[src/rtl/sap_pkg.sv]
// Shared definitions for the SAP control sequencer: opcodes, FSM state
// encoding and the packed control word driven toward the ALU/accumulator.
package sap_pkg;

    localparam logic [3:0] OP_NOP = 4'h0;
    localparam logic [3:0] OP_LDA = 4'h1;
    localparam logic [3:0] OP_ADD = 4'h2;
    localparam logic [3:0] OP_SUB = 4'h3;
    localparam logic [3:0] OP_OUT = 4'h4;
    localparam logic [3:0] OP_HLT = 4'hF;

    typedef enum logic [2:0] {
        S_FETCH   = 3'd0,
        S_DECODE  = 3'd1,
        S_OPERAND = 3'd2,
        S_EXEC    = 3'd3,
        S_OUTPUT  = 3'd4,
        S_HALT    = 3'd5
    } state_t;

    typedef struct packed {
        logic ein;   // input byte onto bus
        logic li;    // load instruction register
        logic n_la;  // active-low accumulator load
        logic lb;    // load B register
        logic ea;    // accumulator onto bus
        logic eu;    // ALU result onto bus
        logic sub;   // ALU subtract select
        logic lo;    // load output register
    } ctrl_t;

    // Quiescent control word: every strobe inactive, n_la held high.
    localparam ctrl_t CTRL_IDLE = '{ein: 1'b0, li: 1'b0, n_la: 1'b1, lb: 1'b0,
                                    ea: 1'b0, eu: 1'b0, sub: 1'b0, lo: 1'b0};

    // Opcodes that take an operand byte in the OPERAND state.
    function automatic logic op_has_operand(input logic [3:0] op);
        return (op == OP_LDA) || (op == OP_ADD) || (op == OP_SUB);
    endfunction

endpackage

[src/rtl/sap_ctrl_decode.sv]
// Combinational control-word decode: state, IR opcode and instr_valid in,
// bus enables and load strobes out.
module sap_ctrl_decode
    import sap_pkg::*;
(
    input  state_t     state,
    input  logic [3:0] opcode,
    input  logic       instr_valid,
    output ctrl_t      ctrl
);

    // Moore decode per state; only FETCH/OPERAND strobes are qualified by instr_valid
    always_comb begin
        ctrl = CTRL_IDLE;
        unique case (state)
            S_FETCH: begin
                ctrl.ein = 1'b1;
                ctrl.li  = instr_valid;
            end
            S_OPERAND: begin
                ctrl.ein = 1'b1;
                if (opcode == OP_LDA) begin
                    ctrl.n_la = ~instr_valid;
                end else if ((opcode == OP_ADD) || (opcode == OP_SUB)) begin
                    ctrl.lb = instr_valid;
                end
            end
            S_EXEC: begin
                ctrl.eu   = 1'b1;
                ctrl.n_la = 1'b0;
                ctrl.sub  = (opcode == OP_SUB);
            end
            S_OUTPUT: begin
                ctrl.ea = 1'b1;
                ctrl.lo = 1'b1;
            end
            default: ;
        endcase
    end

endmodule

[src/rtl/sap_control_sequencer.sv]
// SAP fetch/decode/execute sequencer: holds state, IR, flag latches and the
// instruction handshake; control word comes from sap_ctrl_decode.
// Build option: define SEQ_ILLEGAL_TRAP_EN to halt (illegal=1) on undefined
// opcodes; otherwise undefined opcodes behave as NOP.
module sap_control_sequencer
    import sap_pkg::*;
(
    input  logic       clk,
    input  logic       rst,
    input  logic [7:0] instr,
    input  logic       instr_valid,
    output logic       instr_ready,
    input  logic       cf,
    input  logic       zf,
    output logic       ein,
    output logic       li,
    output logic       n_la,
    output logic       lb,
    output logic       ea,
    output logic       eu,
    output logic       sub,
    output logic       lo,
    output logic       cf_q,
    output logic       zf_q,
    output logic       halted,
    output logic       illegal
);

    state_t     state_q, state_d;
    logic [7:0] ir_q, ir_d;
    logic       cf_d, zf_d;
    logic       halted_q, halted_d;
`ifdef SEQ_ILLEGAL_TRAP_EN
    logic       illegal_q, illegal_d;
`endif

    logic [3:0] opcode;
    logic       accept_window;
    ctrl_t      dec_ctrl;
    ctrl_t      ctrl;
    logic       unused_ir_low;

    assign opcode        = ir_q[7:4];
    assign unused_ir_low = ^ir_q[3:0];
    assign accept_window = (state_q == S_FETCH) || (state_q == S_OPERAND);

    sap_ctrl_decode u_decode (
        .state       (state_q),
        .opcode      (opcode),
        .instr_valid (instr_valid),
        .ctrl        (dec_ctrl)
    );

    // Reset forces the idle word immediately, even though FETCH would assert ein
    assign ctrl        = rst ? CTRL_IDLE : dec_ctrl;
    assign instr_ready = ~rst & accept_window;

    assign ein  = ctrl.ein;
    assign li   = ctrl.li;
    assign n_la = ctrl.n_la;
    assign lb   = ctrl.lb;
    assign ea   = ctrl.ea;
    assign eu   = ctrl.eu;
    assign sub  = ctrl.sub;
    assign lo   = ctrl.lo;

    assign halted = halted_q;
`ifdef SEQ_ILLEGAL_TRAP_EN
    assign illegal = illegal_q;
`else
    assign illegal = 1'b0;
`endif

    // Next-state, IR capture and flag capture
    always_comb begin
        state_d = state_q;
        ir_d    = ir_q;
        cf_d    = cf_q;
        zf_d    = zf_q;
`ifdef SEQ_ILLEGAL_TRAP_EN
        illegal_d = illegal_q;
`endif
        unique case (state_q)
            S_FETCH: begin
                if (instr_valid) begin
                    ir_d    = instr;
                    state_d = S_DECODE;
                end
            end
            S_DECODE: begin
                if (opcode == OP_NOP) begin
                    state_d = S_FETCH;
                end else if (op_has_operand(opcode)) begin
                    state_d = S_OPERAND;
                end else if (opcode == OP_OUT) begin
                    state_d = S_OUTPUT;
                end else if (opcode == OP_HLT) begin
                    state_d = S_HALT;
                end else begin
`ifdef SEQ_ILLEGAL_TRAP_EN
                    state_d   = S_HALT;
                    illegal_d = 1'b1;
`else
                    state_d = S_FETCH;
`endif
                end
            end
            S_OPERAND: begin
                if (instr_valid) begin
                    state_d = (opcode == OP_LDA) ? S_FETCH : S_EXEC;
                end
            end
            S_EXEC: begin
                cf_d    = cf;
                zf_d    = zf;
                state_d = S_FETCH;
            end
            S_OUTPUT: begin
                state_d = S_FETCH;
            end
            S_HALT: begin
                state_d = S_HALT;
            end
            default: begin
                state_d = S_FETCH;
            end
        endcase
        halted_d = (state_d == S_HALT);
    end

    // All sequencer state, asynchronously cleared by rst
    always_ff @(posedge clk or posedge rst) begin
        if (rst) begin
            state_q   <= S_FETCH;
            ir_q      <= '0;
            cf_q      <= 1'b0;
            zf_q      <= 1'b0;
            halted_q  <= 1'b0;
`ifdef SEQ_ILLEGAL_TRAP_EN
            illegal_q <= 1'b0;
`endif
        end else begin
            state_q   <= state_d;
            ir_q      <= ir_d;
            cf_q      <= cf_d;
            zf_q      <= zf_d;
            halted_q  <= halted_d;
`ifdef SEQ_ILLEGAL_TRAP_EN
            illegal_q <= illegal_d;
`endif
        end
    end

endmodule

[config.mk]
export PLATFORM = sky130hd
export DESIGN_NAME = sap_control_sequencer
export DESIGN_NICKNAME = d
export VERILOG_FILES = /design/src/rtl/sap_pkg.sv /design/src/rtl/sap_ctrl_decode.sv /design/src/rtl/sap_control_sequencer.sv
export SDC_FILE = /design/constraint.sdc
export NUM_CORES = 1
export LEC_CHECK = 0
export ABC_AREA = 1
export CORE_MARGIN = 1.5
export CORE_UTILIZATION = 39
export CTS_CLUSTER_DIAMETER = 40
export DETAILED_ROUTE_END_ITERATION = 8
export PLACE_DENSITY_LB_ADDON = 0.05
export SLEW_MARGIN = 0
export SYNTH_ARGS = -nofsm -noshare
export SYNTH_HDL_FRONTEND = slang
export SYNTH_SLANG_ARGS = --single-unit
[constraint.sdc]
create_clock -name clk -period 1.2 [get_ports clk]
set_input_delay 0.24 -clock clk [delete_from_list [all_inputs] [get_ports clk]]
set_output_delay 0.24 -clock clk [all_outputs]
set_load 0.02 [all_outputs]
* Word level (Yosys, flattened, before mapping)
Cells that the tools add are included.
** Cells by class
- Eq/ne operators :: 11
- Muxes and demuxes :: 18
- Bitwise operators :: 3
- Reductions and logical operators :: 8
** Operators with widths (count)
- $mux W3 :: 6
- $pmux W3 S4 :: 1
- $eq A3 B3 Y1 const B :: 3
- $eq A4 B2 Y1 const B :: 2
- $mux W8 :: 1
- $mux W1 :: 7
- $eq A3 B2 Y1 const B :: 2
- $eq A4 B1 Y1 const B :: 1
- $eq A4 B3 Y1 const B :: 1
- $eq A4 B4 Y1 const B :: 1
- $logic_not A4 Y1 :: 1
- $logic_or A1 B1 Y1 :: 4
- $mux W2 :: 2
- $eq A3 B1 Y1 const B :: 1
- $logic_not A3 Y1 :: 1
- $not A1 Y1 :: 2
- $pmux W1 S2 :: 1
- $reduce_and A2 Y1 :: 1
- $reduce_or A2 Y1 :: 1
- $and A1 B1 Y1 :: 1
** Word-level totals
- Register bits after elaboration :: 14
- Input bits :: 13
- Logic and storage cells :: 45

* Longest topological paths before layout
- Depth in word-level cells :: 7
- Mapped depth :: 7
- Gate-level depth less buffers :: 7

* Cells and area by module
Synthesis repeated with hierarchy kept, for this count alone.
** Unflattened totals
- Cells, all modules :: 98
- Area total of the unflattened synthesis :: 653.1 sq um
** Modules (own cells, without submodules)
- sap_control_sequencer :: times used 1, cells an instance 73, area an instance 535.5 sq um
- sap_ctrl_decode :: times used 1, cells an instance 25, area an instance 117.6 sq um

* Least setup slack after synthesis
OpenSTA, ideal clock, no wires.
- Path kind :: reg-to-output
- Start point :: register state_q[0]
- End point :: output lo
- Arrival time :: 1.506 ns
- Data required time :: 0.960 ns
- Path slack :: -0.546 ns
- Stages on the path, launching flop included :: 3
- Cell sequence :: dfrtp_1 nor4_1 buf_4
** Between the ends
- Cells in the longest elaborated chain, start to end :: 3
** Ends and longest elaborated chain
- start: declaration :: line sap_control_sequencer.sv:29 : state_t state_q, state_d;
- start signal: assignment :: line sap_control_sequencer.sv:143 : state_q <= state_d;
- $eq A3 B3 Y1 :: line sap_ctrl_decode.sv:15 : unique case (state)
- $mux W1 :: line sap_ctrl_decode.sv:15
- $mux W8 :: line sap_control_sequencer.sv:55 : assign ctrl = rst ? CTRL_IDLE : dec_ctrl;
- end: declaration :: line sap_control_sequencer.sv:22 : output logic lo,
No other way between the ends.

* Worst setup path in the final report
- Start point :: register state_q[2]
- End point :: output li
** Between the ends
- Cells in the longest elaborated chain, start to end :: 3
** Ends and longest elaborated chain
- $logic_not A3 Y1 :: line sap_ctrl_decode.sv:15
- $mux W1 :: line sap_ctrl_decode.sv:15
- $mux W8 :: line sap_control_sequencer.sv:55
- end: declaration :: line sap_control_sequencer.sv:16 : output logic li,
No other way between the ends.

==> metrics.md <==
| Metric | Value |
|---|---|
| Share of layout cells above drive strength 1 | a little under three fifths |
| Max Freq | 0.608 GHz |
| CORE AREA | around 0.0013 mm² |
| Total global routing overflow | 0 |
| Root buf cell | clkbuf_4 |
| Leak Pwr | approximately 0.00058 µW |
| First-pass GRT wire length | roughly 2800 µm |
| H-tree levels | 1 |
| Worst path cell trace | inv_2, buf_4, nand2_4, nor3_2, buf_4 |
| Top delay family on crit path | buffers and inverters |
| CTS buffer count | 3 |
| Worst R2R Path Depth | 9 |
| Synthesized area | 569 µm² |
| PwrDens | around 2400 mW/mm² |
| Synth cell types | 17 |
| Failing checks | setup timing |
| Routed wl met3 | 92 µm |
| FFs w/ async S/R, synth | between 90% and 100% |
| Post-Route Skew | ~0.0022 ns |
| Max incr delay on CP | around 0.4 ns |
| Post-synth top flop | dfrtp_1 |
| Max stage delay cell, worst path | dfrtp_1 |
| I/O Buffers | 20 |
| Hold_ws | ~0.38 ns |
| Largest net degree at the start of global routing | 11 |
| Row Count | 13 |
| Met1 Wirelength | between 700 and 800 µm |
| Post-synth top area share | 44.0% |
| Vias in the first global route | 690 |
| P&R area growth vs syn | 106% |
| Max Transition Viols Final | 0 |
| Synthesis-stage register bit count | 10 |
| Antenna viol nets, final | 0 |
| Synth area leader | dfrtp_1 |
| TritonRoute pass-1 iters | 4 |
| Setup WS post-layout | -0.444 ns |
| Post-Synthesis Mean Instance Area | 7.39 µm² |
| Run status | complete, but fails checks |
| Crit share post-route | 137% |
| CTS tree | yes |
| Cells after DPL | between 100 and 150 |
| Die area | 0.00170 mm² |
| CP required | between 0.9 and 1 ns |
| Post-Syn Nets | 90 |
| WP buf/inv | 3 |
| Unrepaired setup endpoints after global routing | yes |
| WL final | roughly 2300 µm |
| Post-synthesis sequential area ratio | 44.0% |
| WL/cell | between 15 and 20 µm |
| DP Wirelength | about 1200 µm |
| Layout Cells excl Fill | between 100 and 150 |
| Num Clock Sinks | 10 |
| Reg2Reg Setup Slack | -0.16 ns |
| Post-synthesis simple-gate area fraction | between 30% and 40% |
| Worst path most repeated cell | buf_4 |
| Vias | approximately 730 |
| Peak supply drop | approximately 1.8 mV |
| Main combinational cell family by area after synthesis | simple AND/OR/NAND/NOR gates |
| Count leader, synth | nand2_1 |
| Top cells by count, synth | nand2_1, inv_1, dfrtp_1 |
| Worst-Skew Late Latency | ~0.27 ns |
| Warnings from Yosys | 0 |
| Compound-gate portion of the synthesized area | between 6 and 7% |
| Number of max-cap violations | 0 |
| # setup viols final | 16 |
| Critical setup path kind | reg -> out |
| Die Height | 41.2 µm |
| Met2 Wirelength | 1240 µm |
| CP Launch Type | flip-flop |
| Starting Density | between 40% and 50% |
| Top cells by area, synth | dfrtp_1, nand2_1, inv_1 |
| Placer Congestion | a little under 0.8 |
| CP Max Fanout | 3 |
| Ant diodes | 0 |
| Die width | 41.2 µm |
| Final Hold Fails | 0 |
| Final min period | about 1.6 ns |
| Clk slew on worst S/H paths | roughly 0.070 ns |
| XOR/XNOR Fraction of Synth Area | 0% |
| GRT Total Usage | roughly 28% |
| Crit Reg-Reg Startpoint | state_q[2] |
| Setup TNS | -3.87 ns |
| Synthesized-area fraction occupied by adder cells | 0% |
| Hold Crit Class | in -> async |
| Critical path arrival | ~1.4 ns |
| DR top layer | met4 |
| Crit. End Element | output pin |
| # DRC | 0 |
| Io pins | 26 |
| Reg2Reg Capture Point | halted |
| Layout Nets | 141 |
| Via density | 5.17 |
| Mux cell area share after synthesis | 0% |
| First DRT Iteration DRCs | 12 |
| Clock Tree Buf Depth | 2 |
| Initial antenna violation count | 0 |
| Overall Power | 2860 µW |
| Post-synth EDFFs | 0 |
| Gate Count Post-Synth | between 70 and 80 |
==> registers in the layout, indices dropped and copies added (netlist names) <==
signal and cells:
ir_q 4, state_q 3, cf_q 1, halted 1, zf_q 1
==> power breakdown <==
group          switching, µW  internal, µW  total [µW]
logic                    960           932        1890
clock network            135           185         320
registers                162           488         650
==> layout by cell type (no fill, tap or decap), drive strengths merged, types with 4 or more instances in the layout <==
cell / count
buf: 37
nand2: 21
nor2: 12
inv: 13
clkbuf: 6
o21ai: 7
clkdlybuf4s50: 7
nand3: 6
nor3: 4
dfrtp: 10
==> metrics by stage <==
| stage | worst slack [ns] | util, % | instance area (µm²) |
|---|---|---|---|
| final | -0.444 | 87.9 | 1170 |
| after global routing | -0.546 | 87.9 | 1170 |
| after CTS | -0.359 | 82.5 | 1100 |
| after detailed placement | -0.812 | 73.7 | 983 |
| after global placement | -0.755 | 73.7 | 983 |
| after floorplan | -0.165 | - | 624 |
==> cell type report <==
class,instances,area [µm²]
Timing Repair Buffer,48,439
Multi-Input combinational cell,52,374
Sequential cell,10,253
Fill cell,72,161
Inverter,13,51.3
Clock buffer,4,36.3
Tap cell,15,18.8
==> layer usage <==
metal / track usage [%] / vias to the layer above
met4: 30.6 / 0
met5: 0 / -
met3: 2.72 / 16
met2: 50.0 / 29
met1: 26.6 / 350
li1: - / 339
==> timing repair <==
item	in CTS	in global routing
cloned	1	0
setup buffers	6	3
setup endpoints to repair	18	19
hold buffers	0	0
pin swaps	6	8
resized for setup	68	17
==> worst max-delay path by stage <==
| stage | from | endpoint | slack (ns) | cells past startpoint |
|---|---|---|---|---|
| detailed placement | rst | li | -0.81 | 4 |
| global placement | rst | li | -0.75 | 4 |
| finish | state_q[2] | li | -0.44 | 5 |
| global route | state_q[2] | li | -0.55 | 5 |
| floorplan | state_q[2] | sub | -0.17 | 5 |
| CTS | state_q[2] | lb | -0.36 | 6 |
==> worst register-to-register path, cell delays in order, from the launching register on <==
cell and delay [ns]:
dfrtp_1 0.39, inv_2 0.11, buf_4 0.17, nand2_4 0.08
buf_6 0.14, nor2_4 0.16, nor2_2 0.08, nand2_1 0.08
nand2_1 0.06, inv_1 0.05
==> logic make-up (layout without fill, tap and decap cells) <==
group / count (synthesis) / in the layout
and+or+nand+nor: 43 / 44
buffers and inverters: 16 / 65
DFF: 10 / 10
AOI/OAI and AO/OA: 7 / 7
other: 1 / 1
(Power assumes the default switching activity.)
